File: config.mk
export PLATFORM = sky130hd
export DESIGN_NAME = rram_array_ctrl
export DESIGN_NICKNAME = d
export VERILOG_FILES = /design/src/rtl/rram_ctrl_pkg.sv /design/src/rtl/rram_line_enc.sv /design/src/rtl/rram_array_ctrl.sv
export SDC_FILE = /design/constraint.sdc
export NUM_CORES = 1
export LEC_CHECK = 0
export ABC_AREA = 1
export BUFFER_PORTS_ARGS = -buffer_cell sky130_fd_sc_hd__buf_2
export CAP_MARGIN = 40
export CORE_UTILIZATION = 45
export CTS_BUF_LIST = sky130_fd_sc_hd__clkbuf_2
export CTS_CLUSTER_SIZE = 40
export DETAILED_ROUTE_END_ITERATION = 12
export GPL_ROUTABILITY_DRIVEN = 1
export PLACE_DENSITY = 0.85
export SYNTH_ARGS = -nofsm -noshare
export SYNTH_HDL_FRONTEND = slang
export SYNTH_SLANG_ARGS = --single-unit
File: constraint.sdc
create_clock -name clk -period 1.6 [get_ports clk]
set_clock_uncertainty 0.1 [all_clocks]
set_input_delay 0.16 -clock clk [delete_from_list [all_inputs] [get_ports clk]]
set_output_delay 0.16 -clock clk [all_outputs]
set_load 0.01 [all_outputs]
File: src/rtl/rram_ctrl_pkg.sv
// Shared definitions for the RRAM crossbar controller.
//   - command op encoding
//   - controller state enum
//   - 2-bit line drive codes {IN1,IN0}
//   - array geometry (16 rows x 16 columns)
package rram_ctrl_pkg;

    localparam int N_ROWS = 16;
    localparam int N_COLS = 16;

    typedef enum logic [1:0] {
        OP_READ  = 2'd0,
        OP_SET   = 2'd1,
        OP_RESET = 2'd2,
        OP_MAC   = 2'd3
    } op_e;

    typedef enum logic [2:0] {
        ST_IDLE,
        ST_SETUP,
        ST_PRECH,
        ST_ACT,
        ST_CAPT,
        ST_ADC,
        ST_RECOVER,
        ST_RESP
    } state_e;

    typedef logic [1:0] lc_t;

    localparam lc_t LC_GND   = 2'b00;
    localparam lc_t LC_VREAD = 2'b01;
    localparam lc_t LC_VPROG = 2'b10;
    localparam lc_t LC_VHALF = 2'b11;

    function automatic logic [N_ROWS-1:0] row_onehot(input logic [3:0] row);
        return {{(N_ROWS-1){1'b0}}, 1'b1} << row;
    endfunction

endpackage

File: src/rtl/rram_line_enc.sv
// Line-code encoder: every line whose mask bit is set gets sel_code, the
// rest get unsel_code. Output is split into the macro's IN0/IN1 planes.
// Ports:
//   sel_mask   in  16  per-line select
//   sel_code   in  2   code for selected lines
//   unsel_code in  2   code for unselected lines
//   in0, in1   out 16  low / high bit of each line's code
module rram_line_enc
    import rram_ctrl_pkg::*;
(
    input  logic [N_COLS-1:0] sel_mask,
    input  lc_t               sel_code,
    input  lc_t               unsel_code,
    output logic [N_COLS-1:0] in0,
    output logic [N_COLS-1:0] in1
);

    assign in0 = (sel_mask & {N_COLS{sel_code[0]}}) | (~sel_mask & {N_COLS{unsel_code[0]}});
    assign in1 = (sel_mask & {N_COLS{sel_code[1]}}) | (~sel_mask & {N_COLS{unsel_code[1]}});

endmodule

File: src/rtl/rram_array_ctrl.sv
// Command sequencer driving the rram_simu crossbar macro. Accepts READ, SET,
// RESET and MAC commands on a valid/ready port, sequences the line codes,
// enables, precharge, CSA strobe and ADC clocking, and returns one response.
// Ports: clk, rst_n (async active-low); cmd_valid/cmd_ready/cmd_op/cmd_row/
//   cmd_data host command; rsp_valid/rsp_ready/rsp_data/rsp_adc0..2/rsp_err
//   response; in0_*/in1_* line codes, enable_*, pre, saen_csa, clk_en_adc to
//   the macro; csa, adc_out0..2 from the macro.
// Build option: RRAM_CTRL_VERIFY_EN adds a verify read with up to 3 retries
//   after SET/RESET; without it rsp_err is tied 0.
//
// state      | meaning
// IDLE       | ready for a command, all lines GND
// SETUP      | BL/SL driven, WL at GND
// PRECH      | bitline precharge (READ)
// ACT        | WL driven (sense window / program pulse / MAC rows)
// CAPT       | latch CSA (READ)
// ADC        | ADC phase clocking, latch results on last cycle (MAC)
// RECOVER    | everything back to GND / disabled
// RESP       | response held until accepted
module rram_array_ctrl
    import rram_ctrl_pkg::*;
#(
    parameter int PRE_CYC   = 2,
    parameter int SENSE_CYC = 3,
    parameter int PULSE_CYC = 4,
    parameter int ADC_CYC   = 8
) (
    input  logic        clk,
    input  logic        rst_n,
    input  logic        cmd_valid,
    output logic        cmd_ready,
    input  logic [1:0]  cmd_op,
    input  logic [3:0]  cmd_row,
    input  logic [15:0] cmd_data,
    output logic        rsp_valid,
    input  logic        rsp_ready,
    output logic [15:0] rsp_data,
    output logic [15:0] rsp_adc0,
    output logic [15:0] rsp_adc1,
    output logic [15:0] rsp_adc2,
    output logic        rsp_err,
    output logic [15:0] in0_wl,
    output logic [15:0] in1_wl,
    output logic [15:0] in0_bl,
    output logic [15:0] in1_bl,
    output logic [15:0] in0_sl,
    output logic [15:0] in1_sl,
    output logic        enable_wl,
    output logic        enable_bl,
    output logic        enable_sl,
    output logic        enable_csa,
    output logic        enable_adc,
    output logic        pre,
    output logic        saen_csa,
    output logic [1:0]  clk_en_adc,
    input  logic [15:0] csa,
    input  logic [15:0] adc_out0,
    input  logic [15:0] adc_out1,
    input  logic [15:0] adc_out2
);

    localparam logic [7:0] PRE_N   = 8'(PRE_CYC);
    localparam logic [7:0] SENSE_N = 8'(SENSE_CYC);
    localparam logic [7:0] PULSE_N = 8'(PULSE_CYC);
    localparam logic [7:0] ADC_N   = 8'(ADC_CYC);

    state_e      state_q, state_d;
    op_e         op_q, eff_op;
    logic [3:0]  row_q;
    logic [15:0] data_q;
    logic [7:0]  cnt_q, cnt_d;
    logic        accept;

    assign accept = (state_q == ST_IDLE) && cmd_valid && cmd_ready;

`ifdef RRAM_CTRL_VERIFY_EN
    logic       verify_q, verify_d;
    logic [1:0] retry_q, retry_d;
    logic       err_q, verify_pass;

    // SET must leave every masked column reading 1, RESET every masked column 0.
    assign verify_pass = (op_q == OP_SET) ? &(rsp_data | ~data_q) : ~|(rsp_data & data_q);
    // The verify pass reuses the READ sequence on the same row.
    assign eff_op  = verify_q ? OP_READ : op_q;
    assign rsp_err = err_q;

    always_ff @(posedge clk or negedge rst_n) begin
        if (!rst_n) begin
            verify_q <= 1'b0;
            retry_q  <= 2'd0;
            err_q    <= 1'b0;
        end else begin
            verify_q <= verify_d;
            retry_q  <= retry_d;
            if (accept)
                err_q <= 1'b0;
            else if (state_q == ST_RECOVER && verify_q && state_d == ST_RESP)
                err_q <= !verify_pass;
        end
    end
`else
    assign eff_op  = op_q;
    assign rsp_err = 1'b0;
`endif

    always_comb begin
        state_d = state_q;
        cnt_d   = cnt_q;
`ifdef RRAM_CTRL_VERIFY_EN
        verify_d = verify_q;
        retry_d  = retry_q;
`endif
        case (state_q)
            ST_IDLE: begin
                if (accept) begin
                    state_d = ST_SETUP;
`ifdef RRAM_CTRL_VERIFY_EN
                    verify_d = 1'b0;
                    retry_d  = 2'd0;
`endif
                end
            end
            ST_SETUP: begin
                if (eff_op == OP_READ) begin
                    state_d = ST_PRECH;
                    cnt_d   = PRE_N;
                end else begin
                    state_d = ST_ACT;
                    cnt_d   = (eff_op == OP_MAC) ? 8'd1 : PULSE_N;
                end
            end
            ST_PRECH: begin
                if (cnt_q == 8'd1) begin
                    state_d = ST_ACT;
                    cnt_d   = SENSE_N;
                end else begin
                    cnt_d = cnt_q - 8'd1;
                end
            end
            ST_ACT: begin
                if (cnt_q == 8'd1) begin
                    case (eff_op)
                        OP_READ: state_d = ST_CAPT;
                        OP_MAC: begin
                            state_d = ST_ADC;
                            cnt_d   = ADC_N;
                        end
                        default: state_d = ST_RECOVER;
                    endcase
                end else begin
                    cnt_d = cnt_q - 8'd1;
                end
            end
            ST_CAPT: state_d = ST_RECOVER;
            ST_ADC: begin
                if (cnt_q == 8'd1) state_d = ST_RECOVER;
                else               cnt_d   = cnt_q - 8'd1;
            end
            ST_RECOVER: begin
                state_d = ST_RESP;
`ifdef RRAM_CTRL_VERIFY_EN
                if (op_q == OP_SET || op_q == OP_RESET) begin
                    if (!verify_q) begin
                        state_d  = ST_SETUP;
                        verify_d = 1'b1;
                    end else if (!verify_pass && retry_q != 2'd3) begin
                        state_d  = ST_SETUP;
                        verify_d = 1'b0;
                        retry_d  = retry_q + 2'd1;
                    end
                end
`endif
            end
            ST_RESP: begin
                if (rsp_valid && rsp_ready) state_d = ST_IDLE;
            end
            default: state_d = ST_IDLE;
        endcase
    end

    // Macro drive derived from the current state, registered one cycle later.
    logic [15:0] wl_mask, bl_mask, sl_mask;
    lc_t         wl_sel, wl_uns, bl_sel, bl_uns, sl_sel, sl_uns;
    logic        en_wl_d, en_bl_d, en_sl_d, en_csa_d, en_adc_d, pre_d, saen_d;
    logic [1:0]  clk_en_d;
    logic [15:0] wl0, wl1, bl0, bl1, sl0, sl1;

    always_comb begin
        wl_mask = '0;  bl_mask = '0;  sl_mask = '0;
        wl_sel = LC_GND; wl_uns = LC_GND;
        bl_sel = LC_GND; bl_uns = LC_GND;
        sl_sel = LC_GND; sl_uns = LC_GND;
        en_wl_d = 1'b0; en_bl_d = 1'b0; en_sl_d = 1'b0;
        en_csa_d = 1'b0; en_adc_d = 1'b0; pre_d = 1'b0; saen_d = 1'b0;
        clk_en_d = 2'b00;

        if (state_q inside {ST_SETUP, ST_PRECH, ST_ACT, ST_CAPT, ST_ADC}) begin
            en_bl_d = 1'b1;
            en_sl_d = 1'b1;
            case (eff_op)
                OP_SET: begin
                    bl_mask = data_q; bl_sel = LC_VPROG; bl_uns = LC_VHALF;
                end
                OP_RESET: begin
                    sl_mask = data_q; sl_sel = LC_VPROG; sl_uns = LC_VHALF;
                end
                default: begin
                    bl_mask = '1; bl_sel = LC_VREAD;
                end
            endcase
        end

        // MAC keeps its rows active through the ADC conversion window.
        if (state_q inside {ST_ACT, ST_ADC}) begin
            en_wl_d = 1'b1;
            case (eff_op)
                OP_READ: begin
                    wl_mask = row_onehot(row_q); wl_sel = LC_VREAD;
                end
                OP_MAC: begin
                    wl_mask = data_q; wl_sel = LC_VREAD;
                end
                default: begin
                    wl_mask = row_onehot(row_q); wl_sel = LC_VPROG; wl_uns = LC_VHALF;
                end
            endcase
        end

        if (state_q == ST_PRECH) begin
            pre_d    = 1'b1;
            en_csa_d = 1'b1;
        end
        if (state_q == ST_ACT && eff_op == OP_READ) begin
            en_csa_d = 1'b1;
            saen_d   = (cnt_q == 8'd1);
        end
        if (state_q == ST_CAPT) en_csa_d = 1'b1;
        if (eff_op == OP_MAC && state_q inside {ST_ACT, ST_ADC}) en_adc_d = 1'b1;
        // Phase index is ADC_N - cnt_q; its parity picks 01 first, then 10.
        if (state_q == ST_ADC) clk_en_d = (ADC_N[0] ^ cnt_q[0]) ? 2'b10 : 2'b01;
    end

    rram_line_enc u_enc_wl (.sel_mask(wl_mask), .sel_code(wl_sel), .unsel_code(wl_uns), .in0(wl0), .in1(wl1));
    rram_line_enc u_enc_bl (.sel_mask(bl_mask), .sel_code(bl_sel), .unsel_code(bl_uns), .in0(bl0), .in1(bl1));
    rram_line_enc u_enc_sl (.sel_mask(sl_mask), .sel_code(sl_sel), .unsel_code(sl_uns), .in0(sl0), .in1(sl1));

    always_ff @(posedge clk or negedge rst_n) begin
        if (!rst_n) begin
            in0_wl <= '0; in1_wl <= '0; in0_bl <= '0; in1_bl <= '0; in0_sl <= '0; in1_sl <= '0;
            enable_wl <= 1'b0; enable_bl <= 1'b0; enable_sl <= 1'b0;
            enable_csa <= 1'b0; enable_adc <= 1'b0;
            pre <= 1'b0; saen_csa <= 1'b0; clk_en_adc <= 2'b00;
        end else begin
            in0_wl <= wl0; in1_wl <= wl1; in0_bl <= bl0; in1_bl <= bl1; in0_sl <= sl0; in1_sl <= sl1;
            enable_wl <= en_wl_d; enable_bl <= en_bl_d; enable_sl <= en_sl_d;
            enable_csa <= en_csa_d; enable_adc <= en_adc_d;
            pre <= pre_d; saen_csa <= saen_d; clk_en_adc <= clk_en_d;
        end
    end

    always_ff @(posedge clk or negedge rst_n) begin
        if (!rst_n) begin
            state_q   <= ST_IDLE;
            cnt_q     <= 8'd0;
            op_q      <= OP_READ;
            row_q     <= 4'd0;
            data_q    <= 16'd0;
            cmd_ready <= 1'b0;
            rsp_valid <= 1'b0;
            rsp_data  <= 16'd0;
            rsp_adc0  <= 16'd0;
            rsp_adc1  <= 16'd0;
            rsp_adc2  <= 16'd0;
        end else begin
            state_q   <= state_d;
            cnt_q     <= cnt_d;
            cmd_ready <= (state_d == ST_IDLE);
            rsp_valid <= (state_q == ST_RESP) && !(rsp_valid && rsp_ready);
            if (accept) begin
                op_q     <= op_e'(cmd_op);
                row_q    <= cmd_row;
                data_q   <= cmd_data;
                rsp_data <= 16'd0;
                rsp_adc0 <= 16'd0;
                rsp_adc1 <= 16'd0;
                rsp_adc2 <= 16'd0;
            end
            // CSA is sampled at the end of the cycle in which the strobe is high.
            if (state_q == ST_CAPT) rsp_data <= csa;
            if (state_q == ST_ADC && cnt_q == 8'd1) begin
                rsp_adc0 <= adc_out0;
                rsp_adc1 <= adc_out1;
                rsp_adc2 <= adc_out2;
            end
        end
    end

endmodule

## After elaboration in Yosys (flattened, before gate mapping)

Cells that the tools add are included.

- Register bits: 203
- Latch bits: 0
- Memory bits (writable): 0
- Memory bits (read-only): 0
- Bits of input ports: 90
- Output and inout bits: 172
- Logic and storage cells: 125
- Memories kept: 0

- Add/sub/neg operators: 1
- Multipliers: 0
- Divide/modulo/power cells: 0
- Magnitude comparators: 0
- Equality and inequality tests: 13
- Shift operators: 1
- Mux-type cells: 47
- Bitwise logic cells: 21
- Reduce and logical (&&, ||, !) cells: 18

Operators by type and width:

| kind | number |
|---|---|
| $and 16x16->16 | 12 |
| $mux 16 | 10 |
| $or 16x16->16 | 6 |
| $not 16->16 | 3 |
| $mux 8 | 4 |
| $pmux 16 s2 | 1 |
| $pmux 8 s4 | 1 |
| $mux 2 | 13 |
| $pmux 3 s8 | 1 |
| $mux 3 | 7 |
| $shl 1x4->16 const A | 1 |
| $eq 3x3->1 const B | 4 |
| $eq 8x1->1 const B | 1 |
| $mux 1 | 8 |
| $pmux 2 s2 | 2 |
| $sub 8x1->8 const B | 1 |
| $logic_and 1x1->1 | 7 |
| $eq 3x2->1 const B | 2 |
| $logic_not 3->1 | 2 |
| $reduce_bool 2->1 | 3 |
| $reduce_bool 5->1 | 1 |
| $eq 2x2->1 const B | 2 |
| $reduce_bool 4->1 | 1 |
| $eq 3x1->1 const B | 1 |
| other kinds (7) | 7 |

## Longest topological paths before layout

- Depth in word-level cells: 6
- Depth in mapped cells: 11
- Depth with buffers taken out: 11

## Modules after synthesis

A second synthesis with hierarchy kept.

- Cells, all modules: 1144
- Area, all modules: 9455.3 um^2

Modules (own cells, without submodules):

| module | instances | cells each | area each (um^2) | seq. area each (um^2) |
|---|---|---|---|---|
| rram_array_ctrl | 1 | 784 | 7912.6 | 5079.9 |
| rram_line_enc | 3 | 120 | 514.2 | 0.0 |

## Worst setup path after synthesis

Ideal clock, no wire load.

- Path type: flip-flop to flip-flop
- Start point: register cnt_q[1]
- End point: register rsp_adc0[12]
- Setup time: 118 ps
- Data arrival time: 1430 ps
- Data required time: 1382 ps
- Path slack: -48 ps
- Stages on the path, launching flop included: 10
- Path buffers: 2
- Period minus slack after synthesis: 1648 ps
- Path through: dfrtp_1 > inv_1 > ha_1 > nand3_1 > nor2_4 > nand2_1 > buf_2 > buf_4 > nand3_1 > nand2_1

- Cells in the longest elaborated chain, start to end: 3
- Elaborated cells between the ends (all ways): 4
- Those cells by class: eq/ne (1); mux (1); reduce/logical (2)

RTL lines:

| item | line | source |
|---|---|---|
| from (decl) | rram_array_ctrl.sv:71 | `logic [7:0] cnt_q, cnt_d;` |
| from (signal assigned) | rram_array_ctrl.sv:276 | `cnt_q <= cnt_d;` |
| $eq 8x1->1 (*) | rram_array_ctrl.sv:290 | `if (state_q == ST_ADC && cnt_q == 8'd1) begin` |
| $logic_and 1x1->1 (*) | rram_array_ctrl.sv:290 |  |
| $mux 16 / $reduce_bool 2->1 (equally long branches) | -- |  |
| to (signal assigned) | rram_array_ctrl.sv:291 | `rsp_adc0 <= adc_out0;` |
| to (decl) | rram_array_ctrl.sv:38 | `output logic [15:0] rsp_adc0,` |

Mark *: on every way between the ends. The rest lies on a longest branch, timed or not.
A chain may end at the register's enable or synchronous reset.

## Worst setup path after layout

- Start point: register row_q[1]
- End point: register in0_wl[0]

- Cells in the longest elaborated chain, start to end: 6
- Elaborated cells between the ends (all ways): 7
- Those cells by class: shift (1); mux (2); bitwise (4)

RTL lines:

| item | line | source |
|---|---|---|
| from (decl) | rram_array_ctrl.sv:69 | `logic [3:0] row_q;` |
| from (signal assigned) | rram_array_ctrl.sv:281 | `row_q <= cmd_row;` |
| $shl 1x4->16 (*) | rram_ctrl_pkg.sv:37 | `return {{(N_ROWS-1){1'b0}}, 1'b1} << row;` |
| $mux 16 (*) | -- |  |
| $mux 16 (*) | rram_array_ctrl.sv:214 | `if (state_q inside {ST_ACT, ST_ADC}) begin` |
| $not 16->16 | rram_line_enc.sv:18 | `assign in0 = (sel_mask & {N_COLS{sel_code[0]}}) \| (~sel_mask & {N_COLS{unsel_code[0]}});` |
| $and 16x16->16 | rram_line_enc.sv:18 |  |
| $or 16x16->16 (*) | rram_line_enc.sv:18 |  |
| via u_enc_wl.in0[0] | rram_line_enc.sv:14 | `output logic [N_COLS-1:0] in0,` |
| to (signal assigned) | rram_array_ctrl.sv:254 | `in0_wl <= wl0; in1_wl <= wl1; in0_bl <= bl0; in1_bl <= bl1; in0_sl <= sl0; in1_sl <= sl1;` |
| to (decl) | rram_array_ctrl.sv:42 | `output logic [15:0] in0_wl,` |

The timed path passes the listed nets; every way through them passes the cells marked *.

==> flow_summary.json <==
{
  "critPathSlowestCell": "dfrtp_1",
  "syn_inst": 816,
  "drive_gt1_share_pct": 53.6,
  "crit_fanout": 5,
  "fmax_mhz": 451,
  "start_util_pct": 46.3,
  "post-synth-top-count-cell": "nand2_1",
  "worst-path-buf-inv": 1,
  "cts_root_buffer": "clkbuf_2",
  "min_from": "adc_out2[4]",
  "nFillCells": 557,
  "grt_antenna_before_repair": 7,
  "fin_ws_ns": -0.619,
  "fp.dieW_um": 130,
  "clockBufferDepth": 2,
  "multi_input_area_um2": 3800,
  "gp_congestion": 0.910,
  "clk_pin_slew_ns": 0.32,
  "cp-end-kind": "register",
  "timing.critical_path.max_delay_family": "compound AO/OA/AOI/OAI gates",
  "nets": 1455,
  "first_pass_iters": 5,
  "final_hold_viol_count": 1,
  "path_class": "register to register",
  "post_synth_num_cell_types": 33,
  "syn2layout_area_growth_pct": 94.0,
  "drt_iter0_drc": 1444,
  "required_ns": 2.29,
  "ys.flop_type": "dfrtp_1",
  "num_vias": 9930,
  "whs_ns": -0.00616,
  "yosys.area.top_type": "dfrtp_1",
  "worstMarginPinSlew_ns": 0.587,
  "h-tree-depth": 4,
  "timing.final.crit_share_pct": 139,
  "cap_violations": 0,
  "synth_top_area_share_pct": 58.4,
  "register_area_um2": 4340,
  "peakVddDrop_mv": 0.458,
  "status": "complete, but fails checks",
  "grt_pass1_vias": 8063,
  "worstPathCellList": "inv_1, nand3_1, o21ai_0, o211ai_1, nand2_1, o21ai_2",
  "grt_start_max_net_pins": 56,
  "p_per_area_nw_per_um2": 522,
  "synth-async-reset-ratio_pct": 100,
  "portBuffers": 260,
  "netlist_area_um2": 7410,
  "grt_pass1_wl_mm": 41.4,
  "r2r-start": "row_q[1]$_DFFE_PN0P_",
  "yosys-top-cells-area": "dfrtp_1 58%, nand2_1 10%, nand3_1 9.5%",
  "drc": 0,
  "via_per_inst": 6.24,
  "violations": "hold timing, setup timing",
  "synthesis.nets": 914,
  "cts_sinks": 173,
  "cts_tree": "done",
  "rows": 46,
  "crit_path_max_incr_delay_ns": 0.53,
  "cts_made_buffers": 17,
  "critPathLaunch": "row_q[1]$_DFFE_PN0P_",
  "critPathArrivalTime_ns": 2.91,
  "setup_viol": 335,
  "ys_warn_count": 0,
  "grt_remaining_overflow": 0,
  "synth-edff-count": 0,
  "place_ws_ns": -0.177,
  "leakage_nw": 7.29,
  "period_needed_ns": 2.22,
  "total_power_w": 0.00750,
  "relSlewSlack_pct": 60.9,
  "groute.usage.overall_pct": 32.8,
  "io_pins": 262,
  "startpoint_type": "register",
  "min_path_type": "primary input to register",
  "routed_wl_mm": 43.5,
  "clock_latency_ns": 0.87,
  "die_h_um": 130,
  "avgRoutedWirePerCell_um": 27.3,
  "slew_viol_final": 0,
  "dieArea_um2": 17000,
  "synth-seq-cells": 173,
  "ys_seq_area_share_pct": 58.4,
  "synth_common_cells": "197 x nand2_1, 173 x dfrtp_1, 141 x nand3_1, 69 x nor2_1, 49 x inv_1",
  "rsz0062_at_grt": "true",
  "synth_area_per_cell_um2": 9.08,
  "drtAntennaViolNets": 0,
  "dp_hpwl_mm": 13.6,
  "coreArea_um2": 16000
}
## final timing paths
path                                                 to  slack, ns  cells after the start
worst max register to register      in0_wl[0]$_DFF_PN0_      -0.62                      6
worst max-delay path                in0_wl[0]$_DFF_PN0_      -0.62                      6
min in group asynchronous           cmd_ready$_DFF_PN0_       0.23                      4
worst min register to register     in0_sl[14]$_DFF_PN0_       0.35                      1
worst min-delay path            rsp_adc2[4]$_DFFE_PN0P_     -0.006                      4
max in group asynchronous          in0_sl[10]$_DFF_PN0_       0.67                      5
## where the power goes
part / internal, W / switching, W
logic: 0.000349 / 0.000250
registers: 0.00439 / 0
clock network: 0.000602 / 0.00191
total: 0.00534 / 0.00216
## worst register-to-register path: cells and delay by family, from the launching register on
family                 cells  cell delay, ns
AND/OR/NAND/NOR            2            0.58
buffers and inverters      1            0.23
flip-flops                 1            0.53
AO/OA/AOI/OAI              3            0.69
## cells by family (layout without fill, tap and decap cells)
group	count (synthesis)	in the layout	synth area share, %
other	1	7	0.0506
muxes	1	1	0.152
xor gates and xnor gates	2	2	0.236
adders and majority gates	8	8	1.35
DFF	173	173	58.4
AOI/OAI and AO/OA	76	76	5.49
and+or+nand+nor	427	428	25.7
buffers and inverters	128	681	8.63
## timing repair
item,4_1_cts,5_1_grt
gates cloned,10,17
hold buffers,154,2
endpoints found under the setup margin,317,324
pin swaps,27,85
setup buffers,41,46
gates resized for setup,118,383
endpoints found under the hold margin,264,2
## stage by stage
stage	instances	hold slack [ns]	utilization [%]	setup TNS [ns]	area, µm²
after floorplan	816	-0.236	-	0	7410
after global placement	1288	-0.0191	57.7	-2.95	9230
after detailed placement	1288	-0.0114	57.7	-8.10	9230
after CTS	1524	0.00108	75.1	-16.66	12000
after global routing	1591	0.0203	89.8	-62.56	14400
final	1592	-0.00616	89.9	-55.55	14400
## layout by cell type, fill, tap and decap left out, types with 3 or more instances in the layout
cell type and count:
o22ai_2 3, buf_2 183, dfrtp_2 6, clkbuf_2 18, inv_6 3, nand3_1 72
inv_2 9, o21ai_1 9, clkbuf_16 13, a21oi_2 10, dlygate4sd3_1 155, buf_4 103
nor2_2 14, buf_12 19, inv_8 4, nor2_4 31, clkinvlp_4 6, inv_1 42
nand4_1 3, nand2_1 108, nand3_2 49, o21ai_2 7, buf_16 11, o211ai_1 9
buf_6 103, nand3_4 23, nor2_1 30, nand2_4 31, nand2_8 4, a21oi_1 28
buf_8 4, nand2_2 59, ha_4 4, o21ai_0 8, dfrtp_1 167, diode_2 6
## registers in the layout, summed over array words and instances (netlist names), 8 cells and up
| register | cells |
|---|---|
| rsp_adc1 | 16 |
| rsp_data | 16 |
| in1_bl | 16 |
| in0_bl | 16 |
| in0_sl | 16 |
| rsp_adc2 | 16 |
| data_q | 16 |
| in0_wl | 16 |
| cnt_q | 8 |
| rsp_adc0 | 16 |
## cell type report
| type | count | area share [%] |
|---|---|---|
| antenna | 6 | 0.104 |
| clock buffer | 18 | 0.627 |
| clock inverter | 14 | 0.940 |
| inverter | 57 | 1.74 |
| multi-input combinational | 516 | 26.5 |
| sequential | 173 | 30.2 |
| tap | 216 | 1.88 |
| timing repair buffer | 591 | 38.0 |
| timing repair inverter | 1 | 0.0522 |
## routing by layer
| metal | track usage, % | share of wire (%) |
|---|---|---|
| met1 | 36.9 | 30 |
| met2 | 55.9 | 46 |
| met3 | 8.45 | 12 |
| met4 | 19.8 | 11 |
| met5 | 0 | 0.26 |
(Power assumes the default switching activity.)
